## src/rtl/sig_halt_periph.sv

```systemverilog
// sig_halt_periph: AXI4-Lite signature FIFO and sticky halt request for a bench writer.
// Parameters: AXI_AWIDTH, AXI_DWIDTH, BASE_ADDR, FIFO_DEPTH (power of 2), HALT_MAGIC.
// Ports: AXI_ACLK/AXI_ARESETN (async active-low), AXI4-Lite slave AW/W/B/AR/R channels,
//        SIG_TDATA/TVALID/TREADY signature stream, HALT (sticky), DONE (halt and FIFO empty).
// Macro SIG_READBACK_EN: enables register readback; otherwise every read returns 0/SLVERR.
// Map (offset): 0x0 HALT (W magic, R {31'b0,halt}); 0x4 SIG (W push);
//               0x8 STATUS (R {count[15:0],12'b0,full,empty,done,halt}).
module sig_halt_periph #(
  parameter int AXI_AWIDTH = 32,
  parameter int AXI_DWIDTH = 32,
  parameter logic [31:0] BASE_ADDR = 32'hF0000000,
  parameter int FIFO_DEPTH = 8,
  parameter logic [31:0] HALT_MAGIC = 32'hCAFECAFE
) (
  input  logic                  AXI_ACLK,
  input  logic                  AXI_ARESETN,
  input  logic [AXI_AWIDTH-1:0] AXI_AWADDR,
  input  logic                  AXI_AWVALID,
  output logic                  AXI_AWREADY,
  input  logic [AXI_DWIDTH-1:0] AXI_WDATA,
  input  logic [3:0]            AXI_WSTRB,
  input  logic                  AXI_WVALID,
  output logic                  AXI_WREADY,
  output logic [1:0]            AXI_BRESP,
  output logic                  AXI_BVALID,
  input  logic                  AXI_BREADY,
  input  logic [AXI_AWIDTH-1:0] AXI_ARADDR,
  input  logic                  AXI_ARVALID,
  output logic                  AXI_ARREADY,
  output logic [AXI_DWIDTH-1:0] AXI_RDATA,
  output logic [1:0]            AXI_RRESP,
  output logic                  AXI_RVALID,
  input  logic                  AXI_RREADY,
  output logic [31:0]           SIG_TDATA,
  output logic                  SIG_TVALID,
  input  logic                  SIG_TREADY,
  output logic                  HALT,
  output logic                  DONE
);
  localparam int PW = $clog2(FIFO_DEPTH);
  localparam logic [AXI_AWIDTH-1:0] LP_BASE = AXI_AWIDTH'(BASE_ADDR);
  typedef enum logic [2:0] {W_IDLE, W_AWAIT_DATA, W_AWAIT_ADDR, W_EXEC, W_RESP} w_state_t;
  typedef enum logic {R_IDLE, R_DATA} r_state_t;
  w_state_t r_state, w_state_n;
  r_state_t r_rstate, w_rstate_n;
  logic                  r_live;
  logic [AXI_AWIDTH-1:0] r_awaddr;
  logic [AXI_DWIDTH-1:0] r_wdata;
  logic [3:0]            r_wstrb;
  logic                  r_bvalid;
  logic [1:0]            r_bresp;
  logic                  r_halt, r_done;
  logic [AXI_DWIDTH-1:0] r_rdata;
  logic [1:0]            r_rresp;
  logic [31:0]           r_mem [FIFO_DEPTH];
  logic [PW-1:0]         r_wptr, r_rptr;
  logic [PW:0]           r_count, w_count_n;
  logic w_aw_hs, w_w_hs, w_ar_hs, w_aw_halt, w_aw_sig, w_full, w_empty, w_pop, w_push;
  logic w_stall, w_exec_done, w_halt_set, w_halt_n;
  logic [31:0]           w_sig_data;
  logic [AXI_DWIDTH-1:0] w_rdata;
  logic [1:0]            w_rresp;
  // Holding registers are implied by the state: AW is held in AWAIT_DATA/EXEC, W in AWAIT_ADDR/EXEC.
  // r_live keeps the readies low until the first clock edge after reset release.
  assign AXI_AWREADY = r_live && (r_state == W_IDLE || r_state == W_AWAIT_ADDR);
  assign AXI_WREADY  = r_live && (r_state == W_IDLE || r_state == W_AWAIT_DATA);
  assign AXI_ARREADY = r_live && r_rstate == R_IDLE;
  assign AXI_BVALID  = r_bvalid;
  assign AXI_BRESP   = r_bresp;
  assign AXI_RVALID  = r_rstate == R_DATA;
  assign AXI_RDATA   = r_rdata;
  assign AXI_RRESP   = r_rresp;
  assign HALT        = r_halt;
  assign DONE        = r_done;
  assign w_aw_hs     = AXI_AWVALID && AXI_AWREADY;
  assign w_w_hs      = AXI_WVALID && AXI_WREADY;
  assign w_ar_hs     = AXI_ARVALID && AXI_ARREADY;
  assign w_aw_halt   = r_awaddr == LP_BASE;
  assign w_aw_sig    = r_awaddr == LP_BASE + AXI_AWIDTH'(4);
  assign w_empty     = r_count == '0;
  assign w_full      = r_count == (PW+1)'(FIFO_DEPTH);
  assign SIG_TVALID  = !w_empty;
  assign SIG_TDATA   = w_empty ? 32'h0 : r_mem[r_rptr];
  assign w_pop       = SIG_TVALID && SIG_TREADY;
  // A pop in the same cycle frees the slot, so a full FIFO need not stall.
  assign w_stall     = w_aw_sig && w_full && !w_pop;
  assign w_exec_done = r_state == W_EXEC && !w_stall;
  assign w_push      = w_exec_done && w_aw_sig;
  assign w_halt_set  = w_exec_done && w_aw_halt && r_wdata[31:0] == HALT_MAGIC && r_wstrb == 4'hF;
  assign w_halt_n    = r_halt || w_halt_set;
  assign w_count_n   = r_count + (PW+1)'(w_push) - (PW+1)'(w_pop);
  assign w_sig_data  = r_wdata[31:0] & {{8{r_wstrb[3]}}, {8{r_wstrb[2]}}, {8{r_wstrb[1]}}, {8{r_wstrb[0]}}};
  always_comb begin
    w_state_n = r_state;
    case (r_state)
      W_IDLE:       w_state_n = (w_aw_hs && w_w_hs) ? W_EXEC : w_aw_hs ? W_AWAIT_DATA : w_w_hs ? W_AWAIT_ADDR : W_IDLE;
      W_AWAIT_DATA: w_state_n = w_w_hs ? W_EXEC : W_AWAIT_DATA;
      W_AWAIT_ADDR: w_state_n = w_aw_hs ? W_EXEC : W_AWAIT_ADDR;
      W_EXEC:       w_state_n = w_stall ? W_EXEC : W_RESP;
      W_RESP:       w_state_n = (r_bvalid && AXI_BREADY) ? W_IDLE : W_RESP;
      default:      w_state_n = W_IDLE;
    endcase
  end
  always_comb begin
    w_rstate_n = r_rstate;
    if (r_rstate == R_IDLE && w_ar_hs) w_rstate_n = R_DATA;
    else if (r_rstate == R_DATA && AXI_RREADY) w_rstate_n = R_IDLE;
  end
`ifdef SIG_READBACK_EN
  always_comb begin
    w_rdata = '0;
    w_rresp = 2'b10;
    if (AXI_ARADDR == LP_BASE) begin
      w_rdata = AXI_DWIDTH'({31'b0, r_halt});
      w_rresp = 2'b00;
    end else if (AXI_ARADDR == LP_BASE + AXI_AWIDTH'(8)) begin
      w_rdata = AXI_DWIDTH'({16'(r_count), 12'b0, w_full, w_empty, r_done, r_halt});
      w_rresp = 2'b00;
    end
  end
`else
  assign w_rdata = '0;
  assign w_rresp = 2'b10;
`endif
  always_ff @(posedge AXI_ACLK or negedge AXI_ARESETN) begin
    if (!AXI_ARESETN) begin
      r_state  <= W_IDLE;
      r_rstate <= R_IDLE;
      r_live   <= 1'b0;
      r_awaddr <= '0;
      r_wdata  <= '0;
      r_wstrb  <= '0;
      r_bvalid <= 1'b0;
      r_bresp  <= 2'b00;
      r_halt   <= 1'b0;
      r_done   <= 1'b0;
      r_rdata  <= '0;
      r_rresp  <= 2'b00;
      r_wptr   <= '0;
      r_rptr   <= '0;
      r_count  <= '0;
    end else begin
      r_state  <= w_state_n;
      r_rstate <= w_rstate_n;
      r_live   <= 1'b1;
      if (w_aw_hs) r_awaddr <= AXI_AWADDR;
      if (w_w_hs) begin
        r_wdata <= AXI_WDATA;
        r_wstrb <= AXI_WSTRB;
      end
      // BVALID follows one cycle after EXEC retires into RESP.
      r_bvalid <= r_state == W_RESP && !(r_bvalid && AXI_BREADY);
      if (w_exec_done) r_bresp <= (w_aw_halt || w_aw_sig) ? 2'b00 : 2'b10;
      r_halt   <= w_halt_n;
      r_done   <= w_halt_n && w_count_n == '0;
      if (w_ar_hs) begin
        r_rdata <= w_rdata;
        r_rresp <= w_rresp;
      end
      if (w_push) r_wptr <= r_wptr + 1'b1;
      if (w_pop) r_rptr <= r_rptr + 1'b1;
      r_count  <= w_count_n;
    end
  end
  always_ff @(posedge AXI_ACLK) begin
    if (w_push) r_mem[r_wptr] <= w_sig_data;
  end
endmodule

```

## config.mk

```make
export PLATFORM = sky130hd
export DESIGN_NAME = sig_halt_periph
export DESIGN_NICKNAME = d
export VERILOG_FILES = /design/src/rtl/sig_halt_periph.sv
export SDC_FILE = /design/constraint.sdc
export NUM_CORES = 1
export LEC_CHECK = 0
export CORE_MARGIN = 2
export CORE_UTILIZATION = 45
export DETAILED_ROUTE_END_ITERATION = 8
export GPL_TIMING_DRIVEN = 0
export PLACE_DENSITY_LB_ADDON = 0.1
export REMOVE_ABC_BUFFERS = 1
export SLEW_MARGIN = 20
export SYNTH_ARGS = -nofsm -noshare
export SYNTH_HDL_FRONTEND = slang
export SYNTH_SLANG_ARGS = --single-unit
export TNS_END_PERCENT = 30
```

## constraint.sdc

```tcl
create_clock -name AXI_ACLK -period 6.7 [get_ports AXI_ACLK]
set_clock_uncertainty 0.2 [all_clocks]
set_input_delay 1.005 -clock AXI_ACLK [delete_from_list [all_inputs] [get_ports AXI_ACLK]]
set_output_delay 1.005 -clock AXI_ACLK [all_outputs]
set_load 0.01 [all_outputs]
```

# Word-level counts from Yosys, hierarchy flattened
# Memory sizes are Yosys's and may differ from the RTL's.
# Cells that the tools add are included.
[classes] addsub=4 bitwise=2 n_eq_ne=9 mux=14 n_reduce_logical=32
[ops] cell="32-bit equality test, second input constant" count=3
[ops] cell="32-bit bitwise AND" count=1
[ops] cell="32-bit two-way mux" count=1
[ops] cell="1-bit logical AND" count=20
[ops] cell="3-bit case mux with 5 select lines" count=1
[ops] cell="2-bit two-way mux" count=5
[ops] cell="4-bit equality test, second input constant" count=2
[ops] cell="4-bit logical NOT" count=2
[ops] cell="3-bit by 1-bit adder with 3-bit output, second input constant" count=2
[ops] cell="3-bit by 2-bit equality test with 1-bit output, second input constant" count=2
[ops] cell="3-bit two-way mux" count=2
[ops] cell="1-bit two-way mux" count=5
[ops] cell="4-bit by 1-bit adder with 4-bit output" count=1
[ops] cell="1-bit logical NOT" count=4
[ops] cell="1-bit logical OR" count=4
[ops] cell="4-bit by 1-bit subtractor with 4-bit output" count=1
[ops] cell="3-bit by 1-bit equality test with 1-bit output, second input constant" count=1
[ops] cell="3-bit equality test, second input constant" count=1
[ops] cell="3-bit logical NOT" count=1
[ops] cell="2-bit nonzero test" count=1
[ops] cell="1-bit NOT" count=1
[word_totals] ramBits=256 output_inout_bits=76 register_bits=89 in_bits=108 mem_count=1
[memory_table] memory="r_mem" depth=8 width=32 read_ports=1 rd_clocked_by_memory_dff=0 write_ports=1 line="55" text="logic [31:0] r_mem [FIFO_DEPTH];"

# Logic depth before layout (Yosys ltp)
# Gate-level depths: netlist of the first run.
[depth] word_depth=12 ltp_mapped=16 mapped_depth_nobuf=15

# Worst setup path after synthesis of the first run
# No wires, ideal clock.
[synth_timing] path_type="in2reg" start="in SIG_TREADY" end="mem r_mem[1][0], enable pin" t_arrival_ps=3881 stages=4 setup_ps=461 required_time_ps=6039 n_path_buf=0 setup_slack_ps=2158 path_cell_list="nand2b_1 > a31oi_1 > nand4b_1 > nor3_1"
[synth_via] elab_chain_cells=8
[synth_rtl] item="start: declaration" line="36" text="input logic SIG_TREADY,"
[synth_rtl] item="1-bit logical AND" line="84" text="assign w_pop = SIG_TVALID && SIG_TREADY;"
[synth_rtl] item="1-bit logical NOT" line="86" text="assign w_stall = w_aw_sig && w_full && !w_pop;"
[synth_rtl] item="1-bit logical AND" line="86"
[synth_rtl] item="1-bit logical NOT" line="87" text="assign w_exec_done = r_state == W_EXEC && !w_stall;"
[synth_rtl] item="1-bit logical AND" line="87"
[synth_rtl] item="1-bit logical AND" line="88" text="assign w_push = w_exec_done && w_aw_sig;"
[synth_rtl] item="1-bit two-way mux" line="166" text="if (w_push) r_mem[r_wptr] <= w_sig_data;"
[synth_rtl] item="1-bit two-way mux (not written as such)" line="166"
[synth_rtl] item="end: declaration" line="55"
# Every way passes these cells.

# Worst setup path in the final report of the first run
[layout_timing] start="reg r_awaddr[17]" end="reg r_done, in the netlist DONE"
[layout_via] elab_chain_cells=10
[layout_rtl] item="start: declaration" line="47" text="logic [AXI_AWIDTH-1:0] r_awaddr;"
[layout_rtl] item="start signal: assignment" line="130" text="r_awaddr <= '0;"
[layout_rtl] item="start signal: assignment" line="146" text="if (w_aw_hs) r_awaddr <= AXI_AWADDR;"
[layout_rtl] item="32-bit equality test" line="79" text="assign w_aw_sig = r_awaddr == LP_BASE + AXI_AWIDTH'(4);"
[layout_rtl] item="1-bit logical AND (2 in series)" line="86"
[layout_rtl] item="1-bit logical NOT" line="87"
[layout_rtl] item="1-bit logical AND" line="87"
[layout_rtl] item="1-bit logical AND (on tied branches)" line="88, 89"
[layout_rtl] item="4-bit by 1-bit adder with 4-bit output or 1-bit logical AND (tied branches)" line="91, 89"
[layout_rtl] item="4-bit by 1-bit subtractor with 4-bit output or 1-bit logical AND (tied branches)" line="91, 89"
[layout_rtl] item="4-bit logical NOT or 1-bit logical OR (tied branches)" line="155, 90"
[layout_rtl] item="1-bit logical AND *" line="155" text="r_done <= w_halt_n && w_count_n == '0;"
[layout_rtl] item="end signal: assignment" line="136" text="r_done <= 1'b0;"
[layout_rtl] item="end signal: assignment" line="155"
[layout_rtl] item="end: declaration" line="52" text="logic r_halt, r_done;"
# Mark *: on every way between the ends. The rest lies on a longest branch, timed or not.
# A chain may end at the register's enable or synchronous reset.

==> impl_metrics.tcl, run 1 <==
set metrics [dict create \
    routedWlPerCell_um 22.6 \
    drc 0 \
    start_util_pct 45.6 \
    crit_fanout 8 \
    syn_to_final_growth_pct 22.4 \
    synth-edff-count 256 \
    setup_violations 0 \
    min_period_ns 4.47 \
    clock_latency_ns 0.51 \
    final_nets 1020 \
    worst_pin_slew_ns 0.971 \
    cts_setup_buffers 0 \
    cts.sinks 344 \
    hold_buffers 0 \
    clk_pin_slew_ns 0.06 \
    arrival_ns 4.67 \
    cts_root_buf "clkbuf_16" \
    ctsHtreeMaxLevel 2 \
    die_h_um 180 \
    ctsResizeCount 0 \
    rsz0062_at_grt "no" \
    via_count 7095 \
    critPathSlowestCell "a2111oi_0" \
    powerDensity_mw_per_mm2 416 \
    critPathLaunch "r_awaddr[17]$_DFFE_PN0P_" \
    crit_path_end_kind "flip-flop" \
    viasPerCell 5.35 \
    grt_usage_pct 18.7 \
    grt_pass1_vias 7796 \
    status "finished, final reports clean" \
    antenna_found_initial 1 \
    syn-cell-area_mm2 0.0140 \
    yosysSeqAreaShare_pct 70.8 \
    min_from "AXI_RRESP[1]$_DFFE_PN0P_" \
    dp_hpwl_mm 19.7 \
    seqPwrFrac_pct 43.1 \
    yosysWarningCount 0 \
    clock_path_buffers 3 \
    synth_area_per_cell_um2 18.6 \
    utilization_pct 55.9 \
    p_clk_share_pct 26.1 \
    comb_power_share_pct 30.7 \
    intPower_w 0.00503 \
    synthFlopType "edfxtp_1" \
    final_common_cell "edfxtp_1" \
    swShare_pct 29.2 \
    netlist_instances 752 \
    die_w_um 180 \
    globalplace.congestion 0.707 \
    grt_max_degree 56 \
    numPortBuffers 117 \
    path_cells "or4_4, nor4_4, nand4_1, ha_1, inv_1, ha_1, inv_1, fa_1, nand2b_1, a2111oi_0, o211ai_1, o21ai_0" \
    first_iter_violations 522 \
    ios 184 \
    max_freq_mhz 224 \
    layout_common_cells "edfxtp_1, clkdlybuf4s50_1, dfrtp_1" \
    rows 64 \
    ys_seq_elements 344 \
    drtAntennaViolNets 0 \
    synth_cell_type_count 51 \
    drive_above_1_share_pct 25.2 \
    slowest_delay_ns 0.69 \
    power.leakage_nw 6.07 \
    coreArea_mm2 0.0306 \
    cp-start-kind "flip-flop" \
    period_share_pct 66.7 \
    grt_remaining_overflow 0 \
    cts_buffers 36 \
    drt-total-wl_mm 30.0 \
    die-area_mm2 0.0324 \
    ys_async_sr_fraction_pct 25.6 \
    p_switching_w 0.00208 \
    grt_pass1_wl_mm 46.1 \
    cp_data_required_time_ns 6.90 \
    r2r-start "r_awaddr[17]$_DFFE_PN0P_" \
    final-hold-violation-count 0 \
    peakVddDrop_mv 0.252 \
    drv_cap 0 \
    setup.worst_path.class "reg2reg" \
    drv_slew 0 \
    slew_headroom_pct 34.7 \
    cts_tree "built" \
    firstDrtPassIters 4 \
    holdWs_ns 0.289 \
    worstHoldPathType "reg2reg" \
]
[synthesized netlist by cell type (2+ instances only)]
cell type | number | area, um2
nor4_1 | 5 | 31.3
a31oi_1 | 3 | 18.8
conb_1 | 2 | 7.51
clkbuf_1 | 15 | 56.3
nand4b_1 | 6 | 52.6
o21ai_0 | 3 | 15.0
and2_1 | 35 | 219
nor2_1 | 41 | 154
or3b_2 | 2 | 17.5
dfrtp_1 | 88 | 2200
mux4_2 | 64 | 1440
xnor2_1 | 5 | 43.8
buf_2 | 11 | 55.1
mux2_2 | 69 | 777
buf_1 | 5 | 18.8
inv_1 | 14 | 52.6
ha_1 | 8 | 100
buf_4 | 34 | 255
edfxtp_1 | 256 | 7690
mux2i_1 | 32 | 320
and3_1 | 3 | 18.8
nand2b_1 | 4 | 25.0
a21oi_1 | 5 | 25.0
nand3_1 | 3 | 15.0
nand3b_1 | 4 | 30.0
nand2_1 | 3 | 11.3
a2111oi_0 | 3 | 26.3
a21o_1 | 2 | 15.0
nand4_1 | 5 | 31.3
[metal layers]
layer	share of wire, %	track usage [%]	up-vias
met2	51	33.2	221
met4	2.4	4.97	0
li1	-	-	3169
met5	0	0	-
met1	40	23.2	3648
met3	6.4	4.00	57
[area by class of cell]
type	count	area, um2
fillers	2356	13500
multi-input cells	362	3830
diodes	1	2.50
well taps	396	495
clock buffers	52	1000
inverters	14	52.6
clock inverters	13	104
repair buffers	145	1710
flip-flops and latches	344	9900
[logic make-up (layout without fill, tap and decap cells)]
family | count (synthesis) | in the layout | share of synthesized area (%)
AO/OA/AOI/OAI | 19 | 19 | 0.878
other | 2 | 36 | 0.0538
AND/OR/NAND/NOR | 127 | 127 | 5.57
flip-flops | 344 | 344 | 70.8
buffers and inverters | 79 | 224 | 3.14
multiplexers | 166 | 166 | 18.3
XOR/XNOR | 6 | 6 | 0.376
adder cells (fa/ha/maj) | 9 | 9 | 0.860
[worst paths after layout]
| path | endpoint | slack, ns | cells after the start |
|---|---|---|---|
| worst max-delay path | DONE$_DFF_PN0_ | 2.23 | 12 |
| worst min-delay path | AXI_RRESP[1]$_DFFE_PN0P_ | 0.29 | 1 |
| worst max register to register | DONE$_DFF_PN0_ | 2.23 | 12 |
| worst min register to register | AXI_RRESP[1]$_DFFE_PN0P_ | 0.29 | 1 |
| max in group asynchronous | r_rptr[2]$_DFFE_PN0P_ | 5.24 | 2 |
| min in group asynchronous | r_awaddr[22]$_DFFE_PN0P_ | 0.36 | 1 |
[registers in the layout, summed over array words and instances (netlist names)]
register,flops
AXI_BRESP,1
r_count,4
r_state,3
AXI_RVALID,1
r_awaddr,32
AXI_RRESP,1
r_rptr,3
HALT,1
r_wstrb,4
r_wptr,3
DONE,1
r_mem,256
r_live,1
r_wdata,32
AXI_BVALID,1
[critical path, delay by kind of cell (launching register included)]
| family | cells | cell delay [ns] |
|---|---|---|
| DFF | 1 | 0.39 |
| AOI/OAI and AO/OA | 3 | 1.11 |
| and+or+nand+nor | 4 | 1.44 |
| buffers and inverters | 2 | 0.15 |
| adders and majority gates | 3 | 1.06 |
[power groups by stage]
| stage | Combinational, W | Sequential [W] | Clock, W |
|---|---|---|---|
| floorplan | 0.00130 | 0.00310 | 0 |
| global placement | 0.00195 | 0.00331 | 0 |
| detailed placement | 0.00222 | 0.00312 | 0 |
| CTS | 0.00223 | 0.00308 | 0.00191 |
| global route | 0.00237 | 0.00312 | 0.00199 |
| finish | 0.00218 | 0.00307 | 0.00186 |
[through the flow]
stage	setup TNS, ns	instances	area, um2	setup slack (ns)	power (W)
final	0	1327	17100	2.23	0.00711
after global routing	0	1326	17100	1.92	0.00748
after CTS	0	1326	17100	2.18	0.00722
after detailed placement	0	1261	16000	1.76	0.00535
after global placement	-59.03	1233	15400	-1.22	0.00525
after floorplan	0	720	13700	2.01	0.00440
Note: power is estimated with default switching activity, not from simulation.
==> run 2: changes to the inputs <==
- clock period: 6.7 -> 3.7 ns (I/O delays scaled with it)
==> run 2 against run 1 <==
  * First-iteration DRC count increased by 7.7%
  * Via count about the same
  * Wire length increased by 0.71%
  * Non-clock buffer count increased by 4
  * Sequential cell count unchanged
  * Combinational power increased by 93%
  * Critical path depth unchanged
  * Critical path type unchanged
==> impl_metrics.tcl, run 2 (synthesized netlist as in run 1, its figures left out) <==
set metrics [dict create \
    drc 0 \
    power.leakage_nw 6.10 \
    drive_above_1_share_pct 26.1 \
    via_count 7093 \
    die-area_mm2 0.0324 \
    final_common_cell "edfxtp_1" \
    final-hold-violation-count 0 \
    largest_register_ffs 256 \
    grt_usage_pct 18.8 \
    cp_common_cell "inv_2" \
    cts_buffers 36 \
    die_h_um 180 \
    critPathSlowestCell "or4_4" \
    nFillCells 2344 \
    cp_data_required_time_ns 3.92 \
    crit_family "simple AND/OR/NAND/NOR gates" \
    ctsHtreeMaxLevel 2 \
    clock_path_buffers 3 \
    coreArea_mm2 0.0306 \
    setup_violations 0 \
    grt_pass1_wl_mm 46.3 \
    regMostFlops "r_mem" \
    drv_slew 0 \
    cts_root_buf "clkbuf_16" \
    drtAntennaViolNets 0 \
    drt-total-wl_mm 30.2 \
    rsz0062_at_grt "yes" \
    grt_pass1_vias 7817 \
    fin_ws_ns 0.0867 \
    powerDensity_mw_per_mm2 760 \
    clock_latency_ns 0.51 \
    viasPerCell 5.33 \
    syn_to_final_growth_pct 23.3 \
    n_antenna_cell 0 \
    slowest_delay_ns 0.55 \
    die_w_um 180 \
    place_ws_ns -0.785 \
    numPortBuffers 117 \
    routedWlPerCell_um 22.7 \
    crit_fanout 3 \
    path_cells "or4_4, nor4_4, nand4_1, ha_1, inv_2, ha_4, inv_2, fa_2, xnor2_4, a2111oi_4, o211ai_1, o21ai_1" \
    period_share_pct 97.7 \
    cts.sinks 344 \
    cts_tree "built" \
    first_iter_violations 562 \
    layout_common_cells "edfxtp_1, clkdlybuf4s50_1, dfrtp_1" \
    slew_headroom_pct 33.3 \
    crit_path_end_kind "flip-flop" \
    min_period_ns 3.61 \
    cp-start-kind "flip-flop" \
    worstHoldPathType "reg2reg" \
    rows 64 \
    status "finished, final reports clean" \
    globalplace.congestion 0.707 \
    max_freq_mhz 277 \
    largestRegisters "r_mem (256), r_awaddr (32), r_wdata (32)" \
    grt_max_degree 56 \
    crit_buf_inv 2 \
    clk_pin_slew_ns 0.06 \
    firstDrtPassIters 4 \
    arrival_ns 3.83 \
    antenna_found_initial 1 \
    start_util_pct 45.6 \
    peakVddDrop_mv 0.401 \
    ios 184 \
    worst_pin_slew_ns 0.992 \
    holdWs_ns 0.288 \
    final_nets 1024 \
    setup.worst_path.class "reg2reg" \
    drv_cap 0 \
    grt_remaining_overflow 0 \
    dp_hpwl_mm 19.7 \
]
[run 2: per-stage QoR]
stage                     total power (W)  setup TNS (ns)  util (%)  instance area [um2]  instances
after floorplan                   0.00797          -59.30         -                13700        720
after global placement            0.00951         -830.81      50.2                15400       1233
after detailed placement          0.00968           -2.86      52.2                16000       1261
after CTS                          0.0131          -0.170      56.0                17100       1329
after global routing               0.0137         -0.0907      56.3                17200       1330
final                              0.0131               0      56.3                17200       1330
[run 2: power by group]
part | leakage (nW) | internal, W | total, W | switching [W]
logic | 2.19 | 0.00224 | 0.00420 | 0.00197
registers | 3.38 | 0.00502 | 0.00550 | 0.000481
clock network | 0.532 | 0.00196 | 0.00337 | 0.00142
[run 2: what timing repair did]
| action | 4_1_cts | 5_1_grt |
|---|---|---|
| hold buffers | 1 | 0 |
| setup buffers | 2 | 1 |
| gates resized for setup | 7 | 11 |
| setup endpoints to repair | 43 | 2 |
| hold endpoints to repair | 54 | 0 |
| pin swaps | 1 | 10 |
[run 2: final timing paths]
check                                          from                       end  slack, ns  cells past startpoint
hold reg to reg            AXI_RRESP[1]$_DFFE_PN0P_  AXI_RRESP[1]$_DFFE_PN0P_       0.29                      1
setup reg to reg           r_awaddr[23]$_DFFE_PN0P_            DONE$_DFF_PN0_       0.09                     12
setup / recovery           r_awaddr[23]$_DFFE_PN0P_            DONE$_DFF_PN0_       0.09                     12
min in group asynchronous               AXI_ARESETN  r_awaddr[22]$_DFFE_PN0P_       0.45                      2
max in group asynchronous               AXI_ARESETN     r_rptr[2]$_DFFE_PN0P_       2.15                      3
hold / removal             AXI_RRESP[1]$_DFFE_PN0P_  AXI_RRESP[1]$_DFFE_PN0P_       0.29                      1
[run 2: layer usage]
| layer | track usage [%] | part of all wire [%] | wire (um) | up-vias |
|---|---|---|---|---|
| li1 | - | - | - | 3169 |
| met1 | 23.3 | 40 | 12100 | 3653 |
| met2 | 33.6 | 52 | 15700 | 214 |
| met3 | 3.98 | 5.8 | 1760 | 55 |
| met4 | 4.68 | 2.3 | 685 | 2 |
| met5 | 0 | 0.040 | 12 | - |
[run 2: final cells by class]
class	instances	area [um2]	area share, %
Sequential cell	344	9900	57.5
Inverter	14	52.6	0.305
Clock inverter	13	104	0.603
Clock buffer	52	1000	5.81
Timing Repair Buffer	149	1760	10.2
Multi-Input combinational cell	362	3910	22.7
Tap cell	396	495	2.88
